**src/rtl/ram_port_arbiter_pkg.sv**
```systemverilog
// Shared constants and FSM state type for the two-port RAM arbiter.
package ram_arb_pkg;

    localparam int unsigned NUM_REQ = 2;

    typedef enum logic {
        INIT,
        ARB
    } state_e;

endpackage

```
**src/rtl/ram_port_arbiter_if.sv**
```systemverilog
// Requester-side bus of the RAM arbiter: per-requester request/grant plus shared read response.
interface ram_port_arbiter_if
    import ram_arb_pkg::*;
#(
    parameter int unsigned DATA_WIDTH = 8,
    parameter int unsigned ADDR_WIDTH = 4
);

    logic [NUM_REQ-1:0]                 req_valid;
    logic [NUM_REQ-1:0]                 req_we;
    logic [NUM_REQ-1:0][ADDR_WIDTH-1:0] req_addr;
    logic [NUM_REQ-1:0][DATA_WIDTH-1:0] req_wdata;
    logic [NUM_REQ-1:0]                 req_ready;
    logic [NUM_REQ-1:0]                 rsp_valid;
    logic [DATA_WIDTH-1:0]              rsp_rdata;

    modport master (
        output req_valid, req_we, req_addr, req_wdata,
        input  req_ready, rsp_valid, rsp_rdata
    );

    modport slave (
        input  req_valid, req_we, req_addr, req_wdata,
        output req_ready, rsp_valid, rsp_rdata
    );

endinterface

```
**src/rtl/ram_port_arbiter_rr_arbiter2.sv**
```systemverilog
// Two-way round-robin grant: a lone requester always wins, a tie goes to the pointer.
module rr_arbiter2
    import ram_arb_pkg::*;
(
    input  logic [NUM_REQ-1:0] valid_i,
    input  logic               ptr_i,
    output logic [NUM_REQ-1:0] grant_o
);

    always_comb begin
        grant_o = valid_i;
        if (valid_i == 2'b11) begin
            grant_o = ptr_i ? 2'b10 : 2'b01;
        end
    end

endmodule

```
**src/rtl/ram_port_arbiter.sv**
```systemverilog
// Clears the RAM after reset, then shares its single port between two requesters round-robin.
module ram_port_arbiter
    import ram_arb_pkg::*;
#(
    parameter int unsigned DATA_WIDTH = 8,
    parameter int unsigned ADDR_WIDTH = 4
) (
    input  logic                  clk,
    input  logic                  rst,
    ram_port_arbiter_if.slave     bus,
    output logic                  init_done,
    output logic [ADDR_WIDTH-1:0] ram_addr,
    output logic [DATA_WIDTH-1:0] ram_din,
    output logic                  ram_we,
    input  logic [DATA_WIDTH-1:0] ram_dout
);

    state_e                state_q;
    logic [ADDR_WIDTH-1:0] init_cnt_q;
    logic [ADDR_WIDTH-1:0] last_addr_q;
    logic                  init_done_q;
    logic                  ptr_q;
    logic                  pend_q;
    logic                  owner_q;

    logic [NUM_REQ-1:0]    arb_valid;
    logic [NUM_REQ-1:0]    grant;
    logic                  any_gnt;
    logic                  gnt_idx;

    // Gating with rst keeps grants and an in-flight response invisible during the reset cycle.
    assign arb_valid = (state_q == ARB && !rst) ? bus.req_valid : '0;

    rr_arbiter2 u_rr_arbiter2 (
        .valid_i (arb_valid),
        .ptr_i   (ptr_q),
        .grant_o (grant)
    );

    assign any_gnt       = |grant;
    assign gnt_idx       = grant[1];
    assign bus.req_ready = grant;
    assign bus.rsp_valid = (pend_q && !rst) ? (owner_q ? 2'b10 : 2'b01) : '0;
    assign bus.rsp_rdata = ram_dout;
    assign init_done     = init_done_q;

    always_comb begin
        ram_we   = 1'b0;
        ram_din  = '0;
        ram_addr = last_addr_q;
        if (state_q == INIT) begin
            ram_we   = 1'b1;
            ram_addr = init_cnt_q;
        end else if (any_gnt) begin
            ram_we   = bus.req_we[gnt_idx];
            ram_addr = bus.req_addr[gnt_idx];
            ram_din  = bus.req_wdata[gnt_idx];
        end
    end

    always_ff @(posedge clk) begin
        if (rst) begin
            state_q     <= INIT;
            init_cnt_q  <= '0;
            last_addr_q <= '0;
            init_done_q <= 1'b0;
            ptr_q       <= 1'b0;
            pend_q      <= 1'b0;
            owner_q     <= 1'b0;
        end else begin
            case (state_q)
                INIT: begin
                    pend_q      <= 1'b0;
                    last_addr_q <= init_cnt_q;
                    if (init_cnt_q == '1) begin
                        state_q     <= ARB;
                        init_done_q <= 1'b1;
                    end else begin
                        init_cnt_q <= init_cnt_q + 1'b1;
                    end
                end
                ARB: begin
                    // The pending owner is rewritten every edge so reads can issue back to back.
                    pend_q  <= any_gnt && !bus.req_we[gnt_idx];
                    owner_q <= gnt_idx;
                    if (any_gnt) begin
                        ptr_q       <= ~gnt_idx;
                        last_addr_q <= ram_addr;
                    end
                end
                default: state_q <= INIT;
            endcase
        end
    end

endmodule

```
**src/flat_wrapper.sv**
```systemverilog
// flat-port wrapper written by rule: the top's interface ports become plain ports
module ram_port_arbiter_flat import ram_arb_pkg::*;
#(
    parameter int unsigned DATA_WIDTH = 8,
    parameter int unsigned ADDR_WIDTH = 4
)
  (clk, rst, init_done, ram_addr, ram_din, ram_we, ram_dout, bus_req_valid, bus_req_we, bus_req_addr, bus_req_wdata, bus_req_ready, bus_rsp_valid, bus_rsp_rdata);
  ram_port_arbiter_if #(.DATA_WIDTH(DATA_WIDTH), .ADDR_WIDTH(ADDR_WIDTH)) bus_i ();
  input  logic clk;
  input  logic rst;
  output logic init_done;
  output logic [ADDR_WIDTH-1:0] ram_addr;
  output logic [DATA_WIDTH-1:0] ram_din;
  output logic ram_we;
  input  logic [DATA_WIDTH-1:0] ram_dout;
  input wire logic [$bits(bus_i.req_valid)-1:0] bus_req_valid;
  input wire logic [$bits(bus_i.req_we)-1:0] bus_req_we;
  input wire logic [$bits(bus_i.req_addr)-1:0] bus_req_addr;
  input wire logic [$bits(bus_i.req_wdata)-1:0] bus_req_wdata;
  output wire logic [$bits(bus_i.req_ready)-1:0] bus_req_ready;
  output wire logic [$bits(bus_i.rsp_valid)-1:0] bus_rsp_valid;
  output wire logic [$bits(bus_i.rsp_rdata)-1:0] bus_rsp_rdata;
  assign bus_i.req_valid = bus_req_valid;
  assign bus_i.req_we = bus_req_we;
  assign bus_i.req_addr = bus_req_addr;
  assign bus_i.req_wdata = bus_req_wdata;
  assign bus_req_ready = bus_i.req_ready;
  assign bus_rsp_valid = bus_i.rsp_valid;
  assign bus_rsp_rdata = bus_i.rsp_rdata;
  ram_port_arbiter #(.DATA_WIDTH(DATA_WIDTH), .ADDR_WIDTH(ADDR_WIDTH)) u_core (.clk(clk), .rst(rst), .bus(bus_i), .init_done(init_done), .ram_addr(ram_addr), .ram_din(ram_din), .ram_we(ram_we), .ram_dout(ram_dout));
endmodule
```
**config.mk**
```make
export PLATFORM = sky130hd
export DESIGN_NAME = ram_port_arbiter_flat
export DESIGN_NICKNAME = d
export VERILOG_FILES = /design/src/rtl/ram_port_arbiter_pkg.sv /design/src/rtl/ram_port_arbiter_if.sv /design/src/rtl/ram_port_arbiter_rr_arbiter2.sv /design/src/rtl/ram_port_arbiter.sv /design/src/flat_wrapper.sv
export SDC_FILE = /design/constraint.sdc
export NUM_CORES = 1
export LEC_CHECK = 0
export ABC_CLOCK_PERIOD_IN_PS = 2200
export CORE_ASPECT_RATIO = 0.6
export CORE_MARGIN = 3
export CORE_UTILIZATION = 39
export DETAILED_ROUTE_END_ITERATION = 6
export GPL_TIMING_DRIVEN = 0
export PLACE_DENSITY = 0.86
export SKIP_LAST_GASP = 1
export SYNTH_ARGS = -nofsm -noshare
export SYNTH_HDL_FRONTEND = slang
export SYNTH_SLANG_ARGS = --single-unit
```
**constraint.sdc**
```tcl
create_clock -name clk -period 2.2 [get_ports clk]
set_clock_uncertainty 0.15 [all_clocks]
set_input_delay 0.44 -clock clk [delete_from_list [all_inputs] [get_ports clk]]
set_output_delay 0.44 -clock clk [all_outputs]
set_load 0.02 [all_outputs]
```
Yosys cells after proc, flatten, opt, wreduce, memory -nomap -nowiden

Index checks and enable logic that the tools add are counted.

Memory bits (read-only): 0
Input port bits: 38
Bits in writable memories: 0
Memories kept: 0
Output and inout port bits: 26
Word-level logic and storage cells: 46
Bits in latches: 0
Register bits: 13

Add/subtract/negate cells: 1
Mux-type cells: 22
Equal/unequal tests: 3
Multiply operators: 0
Divide/modulo/power cells: 0
Magnitude comparators: 1
Bitwise logic cells: 3
Reductions and logical operators: 9
Shift operators: 0

Operator list:

| kind                                               | number |
|---|---|
| 2-to-1 mux 8 bit                                   | 4 |
| 2-to-1 mux 4 bit                                   | 5 |
| 2-to-1 mux 2 bit                                   | 5 |
| one-hot mux 4 bit (2 select lines)                 | 1 |
| 2-to-1 mux 1 bit                                   | 6 |
| AND reduction 2 bit                                | 3 |
| adder 4 x 1 -> 4 bit, second input constant        | 1 |
| == test 4 bit, second input constant               | 1 |
| logical AND 1 bit                                  | 3 |
| NOT 1 bit                                          | 3 |
| == test 2 bit, second input constant               | 1 |
| logical NOT 1 bit                                  | 2 |
| < comparator 1 x 2 -> 1 bit, second input constant | 1 |
| inequality test 2 bit, second input constant       | 1 |
| one-hot mux 1 bit (2 select lines)                 | 1 |
| OR reduction 2 bit                                 | 1 |

Longest topological paths before layout

Depth in word-level cells: 11
Gate-level depth with buffers: 6
Gate-level depth less buffers: 4

Modules after synthesis

Synthesis repeated with hierarchy kept, for this count alone.

Cell total of the unflattened synthesis: 106
Area, all modules: 863.3 µm²

Modules (own cells, without submodules):

| module           | area each (µm²) | times used | cells an instance | sequential area each (µm²) |
|---|---|---|---|---|
| ram_port_arbiter | 844.6           | 1          | 103               | 260.2 |
| rr_arbiter2      | 18.8            | 1          | 3                 | 0.0 |

Worst setup path before layout

OpenSTA, ideal clock, no wires.

Path kind: input -> output
Start point: input rst
End point: output ram_din[1]
Slack: 0.063 ns
Data arrival time: 1.547 ns
Path buffers: 3
Required time: 1.610 ns
Stages: 6
Cells stage by stage: buf_6 and2b_1 buf_6 buf_6 nand3_1 o21ai_0

Longest elaborated chain between the ends: 9
Elaborated cells on any way between the ends: 10
Those cells by class: eq/ne (1); mux (6); reduce/logical (3)

RTL lines:

| what                                                 | line                               | RTL |
|---|---|---|
| start, declared                                      | flat_wrapper.sv:10                 | `input logic rst;` |
| logical NOT 1 bit *                                  | ram_port_arbiter.sv:32             | `assign arb_valid = (state_q == ARB && !rst) ? bus.req_valid : '0;` |
| logical AND 1 bit *                                  | ram_port_arbiter.sv:32             |  |
| 2-to-1 mux 2 bit *                                   | ram_port_arbiter.sv:32             |  |
| == test 2 bit                                        | ram_port_arbiter_rr_arbiter2.sv:12 | `if (valid_i == 2'b11) begin` |
| 2-to-1 mux 2 bit *                                   | ram_port_arbiter_rr_arbiter2.sv:12 |  |
| 2-to-1 mux 8 bit (not written as such) (2 in series) | ram_port_arbiter.sv:57             | `ram_din = bus.req_wdata[gnt_idx];` |
| 2-to-1 mux 8 bit *                                   | ram_port_arbiter.sv:54             | `end else if (any_gnt) begin` |
| 2-to-1 mux 8 bit *                                   | ram_port_arbiter.sv:51             | `if (state_q == INIT) begin` |
| end, declared                                        | flat_wrapper.sv:13                 | `output logic [DATA_WIDTH-1:0] ram_din;` |

Every way passes the cells marked *; elsewhere a longest branch is shown, timed or not. The select of a mux whose other input is x is not followed.

Worst setup path in the final report

Start point: input bus_req_valid[1]
End point: output ram_din[6]

Longest elaborated chain between the ends: 7
Elaborated cells on any way between the ends: 8
Those cells by class: eq/ne (1); mux (6); reduce/logical (1)

RTL lines:

| what                                                 | line                               | RTL |
|---|---|---|
| start, declared                                      | flat_wrapper.sv:16                 | `input wire logic [$bits(bus_i.req_valid)-1:0] bus_req_valid;` |
| 2-to-1 mux 2 bit *                                   | ram_port_arbiter.sv:32             |  |
| == test 2 bit                                        | ram_port_arbiter_rr_arbiter2.sv:12 |  |
| 2-to-1 mux 2 bit *                                   | ram_port_arbiter_rr_arbiter2.sv:12 |  |
| 2-to-1 mux 8 bit (not written as such) (2 in series) | ram_port_arbiter.sv:57             |  |
| 2-to-1 mux 8 bit *                                   | ram_port_arbiter.sv:54             |  |
| 2-to-1 mux 8 bit *                                   | ram_port_arbiter.sv:51             |  |

Marked as above.

==> impl_metrics.yaml <==
run_status:
  status: "finished, violations left"
  failed_checks: "setup timing"
power:
  powerDensity_nw_per_um2: 387
  finalPower_uw: 635
  power.leakage_nw: 0.655
  ir_drop_mv: 0.284
layout:
  finalNonFillerCells: 211
  final_cell_mix: "clkdlybuf4s50_1 (36), buf_4 (15), buf_2 (12), dfxtp_1 (12), nand3_1 (11)"
  drive_gt1_frac: 0.304
  layout_commonest_cell: "clkdlybuf4s50_1"
  nNetsFinal: 221
  seq_area_um2: 262
  diodes: 0
  syn2layout_area_growth_pct: 67.1
  fill_cells: 179
  multi_input_area_um2: 618
die:
  fp.dieArea_um2: 3170
  core_area_um2: 2280
  ioPinCount: 64
  rows: 13
  fp.dieW_um: 70.7
  start_util: 0.431
  die_y_um: 44.9
synthesis:
  avgSynthCellArea_um2: 8.38
  yosysSeqAreaShare: 0.265
  netlist.area_leader.share: 0.265
  ys_types: 36
  yosys_warnings: 0
  synthCells: 117
  syn-cell-area_um2: 981
  synth_top_area_cell: "dfxtp_1"
  ys_seq_elements: 13
  synth.top_cells.by_area: "dfxtp_1 (27%), buf_4 (8.4%), o21ai_0 (6.1%)"
  synth_fp_nets: 156
route:
  post_drt_wl_per_cell_um: 15.8
  routed_wl_um: 3340
  detail-route-antenna-nets: 0
  viasPerCell: 5.51
  drcViolationCount: 0
  num_vias: 1162
  drt_first_pass_iters: 4
  drtIter0Drc: 86
critical_path:
  crit_path_start_kind: "input port"
  cp-end-kind: "output pin"
  critPathArrivalTime_ns: 1.62
  cp.required_ns: 1.61
  worstSetupPathType: "in -> out"
  worstPathMaxFanout: 6
worst_hold_path:
  hold_path_class: "in -> reg"
placement:
  place_inst: 201
  gp_congestion: 0.889
  dpl.hpwl_um: 2630
  port_buffers: 54
  dp_worst_setup_slack_ns: -0.774
clock_tree:
  cts.sinks: 13
  cts_htree_levels: 1
  path_clk_slew_ns: 0.05
  clock_latency_ns: 0.24
  cts_buffers: 3
  root_buffer: "clkbuf_8"
  clk_path_buf_depth: 2
  holdBufCountCts: 0
  cts_tree: "built"
sta:
  finalHoldViolCount: 0
  rsz0062_at_grt: "yes"
  max_freq_ghz: 0.453
  slew_headroom: 0.707
  slew_viol_final: 0
  post-route-period-util: 1.00
  fin_crit_ns: 2.21
  finalSetupViolations: 1
  max_slew.worst_pin.slew_ns: 0.439
  worst_slack_ns: -0.00683
global_routing:
  grt_pass1_vias: 1077
  antenna_found_initial: 0
  grt_max_degree: 11
  grt-ovfl-total: 0
  gr-usage-all-layers: 0.212
  grt_first_pass_wirelength_um: 5240
flow_run:
  maxCapViolCount: 0
==> kinds of logic (layout without fill, tap and decap cells) <==
family / count (synthesis) / count (layout) / share of synthesized area
AOI/OAI and AO/OA: 33 / 33 / 0.246
xor gates and xnor gates: 1 / 1 / 0.00893
adders and majority gates: 1 / 1 / 0.0128
buffers and inverters: 20 / 84 / 0.143
DFF: 13 / 13 / 0.265
muxes: 4 / 4 / 0.0408
and+or+nand+nor: 45 / 45 / 0.283
==> layer usage <==
metal  vias to the layer above  routed length [um]  GRT usage
met5                         -                   0          0
li1                        571                   -          -
met4                         0                   0     0.0112
met3                         0                 212     0.0556
met1                       553                1590      0.303
met2                        38                1540      0.339
==> where the power goes <==
part | switching, mW | internal (mW) | leakage (nW)
Clock | 0.0848 | 0.128 | 0.0228
Combinational | 0.0755 | 0.0963 | 0.526
Sequential | 0.00676 | 0.243 | 0.106
==> path summary, 6_finish.rpt <==
kind,from,to,slack (ns),cells after the start
max,bus_req_valid[1],ram_din[6],-0.007,7
min,rst,u_core.last_addr_q[0],0.25,2
min reg2reg,u_core.owner_q,u_core.owner_q,0.34,2
max reg2reg,u_core.ptr_q,u_core.pend_q,0.62,4
==> final cells by class <==
class                           count  share of cell area
Buffer                             16              0.0786
Clock buffer                        4              0.0275
Inverter                            3             0.00687
Multi-Input combinational cell     84               0.377
Sequential cell                    13               0.160
Tap cell                           30              0.0229
Timing Repair Buffer               61               0.327
==> critical path, stage by stage <==
cell,delay [ns]
dlygate4sd2_1,0.25
buf_6,0.15
inv_2,0.08
nor3_4,0.22
buf_6,0.14
o21ai_0,0.08
clkdlybuf4s15_2,0.26
==> flip-flops by register name, indices dropped and copies added (netlist names) <==
register / flops
u_core.init_cnt_q: 4
u_core.state_q: 1
u_core.ptr_q: 1
u_core.init_done: 1
u_core.pend_q: 1
u_core.owner_q: 1
u_core.last_addr_q: 4
==> repair_timing <==
item / CTS / global route
setup endpoints to repair: 16 / 12
gates resized for setup: 79 / 7
cloned: 1 / 0
pin swaps: 5 / 1
buffers inserted: 6 / 0
==> stage by stage <==
step | cell area [um2] | utilization | hold slack, ns | setup TNS (ns)
after floorplan | 981 | - | 0.295 | 0
after global placement | 1560 | 0.685 | 0.295 | -9.42
after detailed placement | 1560 | 0.685 | 0.325 | -9.93
after CTS | 1650 | 0.725 | 0.249 | -0.00318
after global routing | 1640 | 0.720 | 0.261 | -0.142
final | 1640 | 0.720 | 0.253 | -0.00683
==> synth_stat cells <==
| cell type | count |
|---|---|
| inv_2 | 1 |
| nand2b_1 | 1 |
| o31ai_1 | 1 |
| buf_4 | 11 |
| a21oi_1 | 3 |
| buf_6 | 3 |
| inv_1 | 2 |
| nand4b_1 | 2 |
| dfxtp_1 | 13 |
| nand2_4 | 1 |
| a211oi_1 | 1 |
| and4_1 | 1 |
| nor2_1 | 7 |
| nand3_1 | 11 |
| mux2i_1 | 4 |
| o211ai_1 | 1 |
| buf_2 | 1 |
| nor3b_1 | 1 |
| a221oi_2 | 4 |
| a31oi_1 | 3 |
| nor3_1 | 2 |
| a311oi_1 | 4 |
| o21ai_0 | 12 |
| xnor2_1 | 1 |
| clkbuf_1 | 2 |
| nor3_4 | 1 |
| nand4_1 | 8 |
| ha_1 | 1 |
| a22oi_1 | 4 |
| or4_1 | 1 |
| nand2b_4 | 1 |
| and3b_1 | 1 |
| and2b_1 | 2 |
| nand2_1 | 3 |
| or2_2 | 1 |
| nor2b_1 | 1 |
No activity file was read; power rests on OpenSTA's default activity.
==> RTL edit 1, RTL diff (same flow settings) <==
Make the reset (`rst`) asynchronous in one clocked block.
--- a/src/rtl/ram_port_arbiter.sv
+++ b/src/rtl/ram_port_arbiter.sv
@@ -58,7 +58,7 @@
         end
     end
 
-    always_ff @(posedge clk) begin
+    always_ff @(posedge clk or posedge rst) begin
         if (rst) begin
             state_q     <= INIT;
             init_cnt_q  <= '0;
Formal check against the unedited RTL: differs if rst is asserted again (counterexample within 4 cycles, from zero or initial values and one cycle with rst high); with rst held inactive, the same outputs for 10 cycles.
==> RTL edit 1 against the original RTL <==
- critical path depth decreased by 2
- fmax rose by 2.0%
- sequential cell count stayed put
- global-route usage is 2.3 points higher
- core utilization about the same
- routed wire length grew 8.8%
- design area fell by 0.69%
- worst setup slack improved by 43 ps
- clock power is 2% higher
- area after synthesis decreased by 1.8%
- total power up 26%
- sequential power grew 6%
- critical endpoint is now ram_addr[1]
- largest power group is now combinational cells
- highest routed layer is now met4
==> RTL edit 1: results <==
group,metric,value,unit
synth,synth_compound_area_share,25.8,%
detailed_routing,routed_wl,3630,µm
power,peakVddDrop,358,µV
detailed_routing,via_per_inst,5.66,
grt,grt_pass1_vias,1134,
power,powerComb,0.000321,W
place,gp_congestion,0.792,
synth,synthAdderAreaFrac,1.30,%
worst_setup_path,slowest_stage,"dfrtp_1",
synth,synthMuxAreaShare,4.29,%
synth,synthFlopType,"dfrtp_1",
run_status,status,"finished, final reports clean",
layout,clkCellAreaFrac,2.77,%
detailed_routing,drt_iter0_drc,60,
layout,syn2layout_area_growth,69.0,%
worst_setup_path,worst_ep_arrival_time,1570,ps
place,pre_cts_slack,-796,ps
place,hpwl,2680,µm
sta,timing.final.crit_share,98.3,%
worst_setup_path,cp_max_fo,7,
layout,instances_no_fill,200,
sta,hold_ws,77.9,ps
worst_hold_path,hold_path_class,"input pin to async pin",
layout,seq_cell_count,13,
power,p_clk,0.000217,W
synth,syn_avg_cell_area,8.76,µm²
place,dp.cells,194,
grt,grt_max_degree,12,
RTL edit 1: cell families after synthesis:
| group | count (synthesis) |
|---|---|
| multiplexers | 4 |
| AO/OA/AOI/OAI | 37 |
| buffers and inverters | 21 |
| XOR/XNOR | 1 |
| flip-flops | 13 |
| adder cells (fa/ha/maj) | 1 |
| AND/OR/NAND/NOR | 33 |
RTL edit 1: routing by layer:
layer	up-vias	share of wire, %	GRT usage (%)
met2	37	49	41.1
met4	0	1.3	6.11
li1	524	-	-
met5	-	0	0
met3	7	4.5	5.67
met1	563	45	29.7
RTL edit 1: worst paths after layout:
kind	from	endpoint	cells after the start
setup / recovery	u_core.ptr_q	ram_addr[1]	5
min in group clk	u_core.init_done	u_core.init_done	1
hold reg to reg	u_core.init_done	u_core.init_done	1
setup reg to reg	u_core.init_cnt_q[0]	u_core.init_cnt_q[1]	3
hold / removal	rst	u_core.pend_q	3
max in group asynchronous	rst	u_core.last_addr_q[0]	3
==> RTL edit 2, RTL diff (same flow settings) <==
Made on the original files. `ADDR_WIDTH` is set to 4 in 3 places; all go to 5.
--- a/src/rtl/ram_port_arbiter_if.sv
+++ b/src/rtl/ram_port_arbiter_if.sv
@@ -3,7 +3,7 @@
     import ram_arb_pkg::*;
 #(
     parameter int unsigned DATA_WIDTH = 8,
-    parameter int unsigned ADDR_WIDTH = 4
+    parameter int unsigned ADDR_WIDTH = 5
 );
 
     logic [NUM_REQ-1:0]                 req_valid;
--- a/src/rtl/ram_port_arbiter.sv
+++ b/src/rtl/ram_port_arbiter.sv
@@ -3,7 +3,7 @@
     import ram_arb_pkg::*;
 #(
     parameter int unsigned DATA_WIDTH = 8,
-    parameter int unsigned ADDR_WIDTH = 4
+    parameter int unsigned ADDR_WIDTH = 5
 ) (
     input  logic                  clk,
     input  logic                  rst,
--- a/src/flat_wrapper.sv
+++ b/src/flat_wrapper.sv
@@ -2,7 +2,7 @@
 module ram_port_arbiter_flat import ram_arb_pkg::*;
 #(
     parameter int unsigned DATA_WIDTH = 8,
-    parameter int unsigned ADDR_WIDTH = 4
+    parameter int unsigned ADDR_WIDTH = 5
 )
   (clk, rst, init_done, ram_addr, ram_din, ram_we, ram_dout, bus_req_valid, bus_req_we, bus_req_addr, bus_req_wdata, bus_req_ready, bus_rsp_valid, bus_rsp_rdata);
   ram_port_arbiter_if #(.DATA_WIDTH(DATA_WIDTH), .ADDR_WIDTH(ADDR_WIDTH)) bus_i ();
Ports: changed (resized bus_req_addr and ram_addr); port bits go from 64 to 67. The function was not compared with the original's and may differ.
==> RTL edit 2 against the original RTL <==
- routed wire length rose by 49%
- area after synthesis rose by 5.4%
- synthesized cell count rose by 7.7%
- design area rose by 19%
- sequential cell count rose by 2
- fmax rose by 0.62%
- worst setup slack improved by 14 ps
- total power rose by 16%
==> RTL edit 2: results <==
group,metric,value,unit
place,hpwl,2980,µm
layout,antenna_cells,0,
layout,drive_gt1_share,41.6,%
layout,reg.largest.list,"u_core.init_cnt_q: 5 flops, u_core.last_addr_q: 5 flops",
clock_tree,cts_made_buffers,3,
synth,ys_seq_area_share,29.1,%
worst_hold_path,holdCritStartpoint,"u_core.init_done",
synth,yosysWarnings,0,
place,dp.cells,213,
detailed_routing,via_per_inst,6.32,
detailed_routing,met1_length,1860,µm
synth,synth_area_leaders,"dfxtp_1, o21ai_0, buf_4",
worst_setup_path,cp_max_fo,10,
grt,antenna_found_initial,0,
synth,synth_cells,126,
clock_tree,cts_max_level,1,
worst_setup_path,r2r_cells,6,
worst_setup_path,worst_ep_arrival_time,1600,ps
detailed_routing,met2WireLength,2370,µm
grt,grt_pass1_vias,1415,
worst_hold_path,hold_path_class,"flip-flop to flip-flop",
place,gp_congestion,0.904,
clock_tree,cts.sinks,15,
layout,fillers,112,
power,power_leakage,0.750,nW
detailed_routing,drt_iter0_drc,149,
detailed_routing,wl_met3,546,µm
worst_hold_path,hold_end,"u_core.init_done",
worst_setup_path,cp_slowest_stage_delay,380,ps
synth,synth_cell_types,32,
layout,fin_nets,240,
place,portBuffers,57,
worst_setup_path,r2r-start,"u_core.init_cnt_q[0]",
grt,grt.total_usage,28.1,%
power,peakVddDrop,282,µV
worst_setup_path,rr_endpoint,"u_core.init_cnt_q[3]",
layout,instances_no_fill,227,
worst_setup_path,slowest_stage,"dfxtp_1",
synth,synth_nets,168,
power,p_int,0.000521,W
clock_tree,clkTransAtPathRegs,60,ps
detailed_routing,drc,0,
synth,ys_top_cells_by_count,"dfxtp_1, o21ai_0, a21oi_1, buf_4, nand3_1",
sta,slew-limit-headroom,66.9,%
worst_setup_path,reg2reg_slack,80,ps
worst_setup_path,path_delay_family,"flip-flops",
grt,grt_first_pass_wirelength,7010,µm
detailed_routing,top_layer,"met4",
run_status,status,"finished, final reports clean",
detailed_routing,wl_per_cell,21.9,µm
detailed_routing,dr.pass1.iters,5,
-- RTL edit 2: cell count changes in the layout (fill, tap and decap cells not counted), sizes merged, moves of 3 or more --
cell	delta
o21ai	+3
buf	+6
nand4	-7
clkbuf	+4
a31oi	-3
a21oi	+10
-- RTL edit 2: worst max path at each step --
stage	from	end	slack, ps	depth (start not counted)
after floorplan	rst	ram_addr[4]	140	4
after global placement	rst	bus_rsp_valid[0]	-840	5
after detailed placement	rst	bus_rsp_valid[0]	-880	5
after CTS	bus_req_valid[0]	ram_addr[4]	-7	6
after global routing	u_core.ptr_q	ram_din[5]	-40	5
final	u_core.ptr_q	ram_din[5]	7	5
-- RTL edit 2: stage by stage --
stage               utilization, %  hold slack (ps)  setup WS, ps  cell area [µm²]  total power, W
floorplan                        -              295           143             1030        0.000373
global placement              70.6              296          -842             1640        0.000462
detailed placement            70.6              316          -883             1640        0.000468
CTS                           79.1              327         -7.49             1840        0.000716
global route                  84.0              358         -35.6             1950        0.000758
finish                        84.0              319          6.86             1950        0.000738
-- RTL edit 2: worst reg2reg max path: stages (launching register included) --
cell and delay, ps:
dfxtp_1 360, ha_1 230, and3_1 200, ha_1 250
nor2_1 370, nand4_1 150, mux2_2 300
-- RTL edit 2: what timing repair did --
| action | CTS | global route |
|---|---|---|
| pin swaps | 7 | 5 |
| gates cloned | 0 | 1 |
| hold buffers | 0 | 0 |
| resized for setup | 126 | 20 |
| buffers inserted | 2 | 7 |
| setup endpoints to repair | 18 | 17 |
-- RTL edit 2: area by class of cell --
type	instances	area, µm²	area share (%)
repair buffers	67	637	32.6
flip-flops and latches	15	302	15.4
multi-input cells	89	747	38.2
inverters	3	15.0	0.768
plain buffers	19	171	8.77
well taps	30	37.5	1.92
clock buffers	4	45.0	2.30
-- RTL edit 2: cells by family (layout without fill, tap and decap cells) --
logic type / Yosys count / after routing / synth area share [%]
xor+xnor: 2 / 2 / 1.70
compound gates: 47 / 47 / 31.6
flops: 15 / 15 / 29.1
fa+ha+maj: 2 / 2 / 2.42
mux: 6 / 6 / 5.93
simple gates: 32 / 32 / 16.6
buf+inv: 22 / 93 / 12.7
-- RTL edit 2: power groups by stage --
| stage | Sequential (W) | Combinational (W) | Clock, W |
|---|---|---|---|
| CTS | 0.000287 | 0.000198 | 0.000231 |
| finish | 0.000288 | 0.000218 | 0.000232 |
| global route | 0.000288 | 0.000228 | 0.000242 |
| floorplan | 0.000290 | 0.0000828 | 0 |
| detailed placement | 0.000292 | 0.000176 | 0 |
| global placement | 0.000291 | 0.000170 | 0 |
-- RTL edit 2: layer usage --
metal  vias up  track usage, %
met5         -               0
met4         0            15.4
met3        22            6.83
met2       129            49.0
met1       680            32.3
li1        604               -
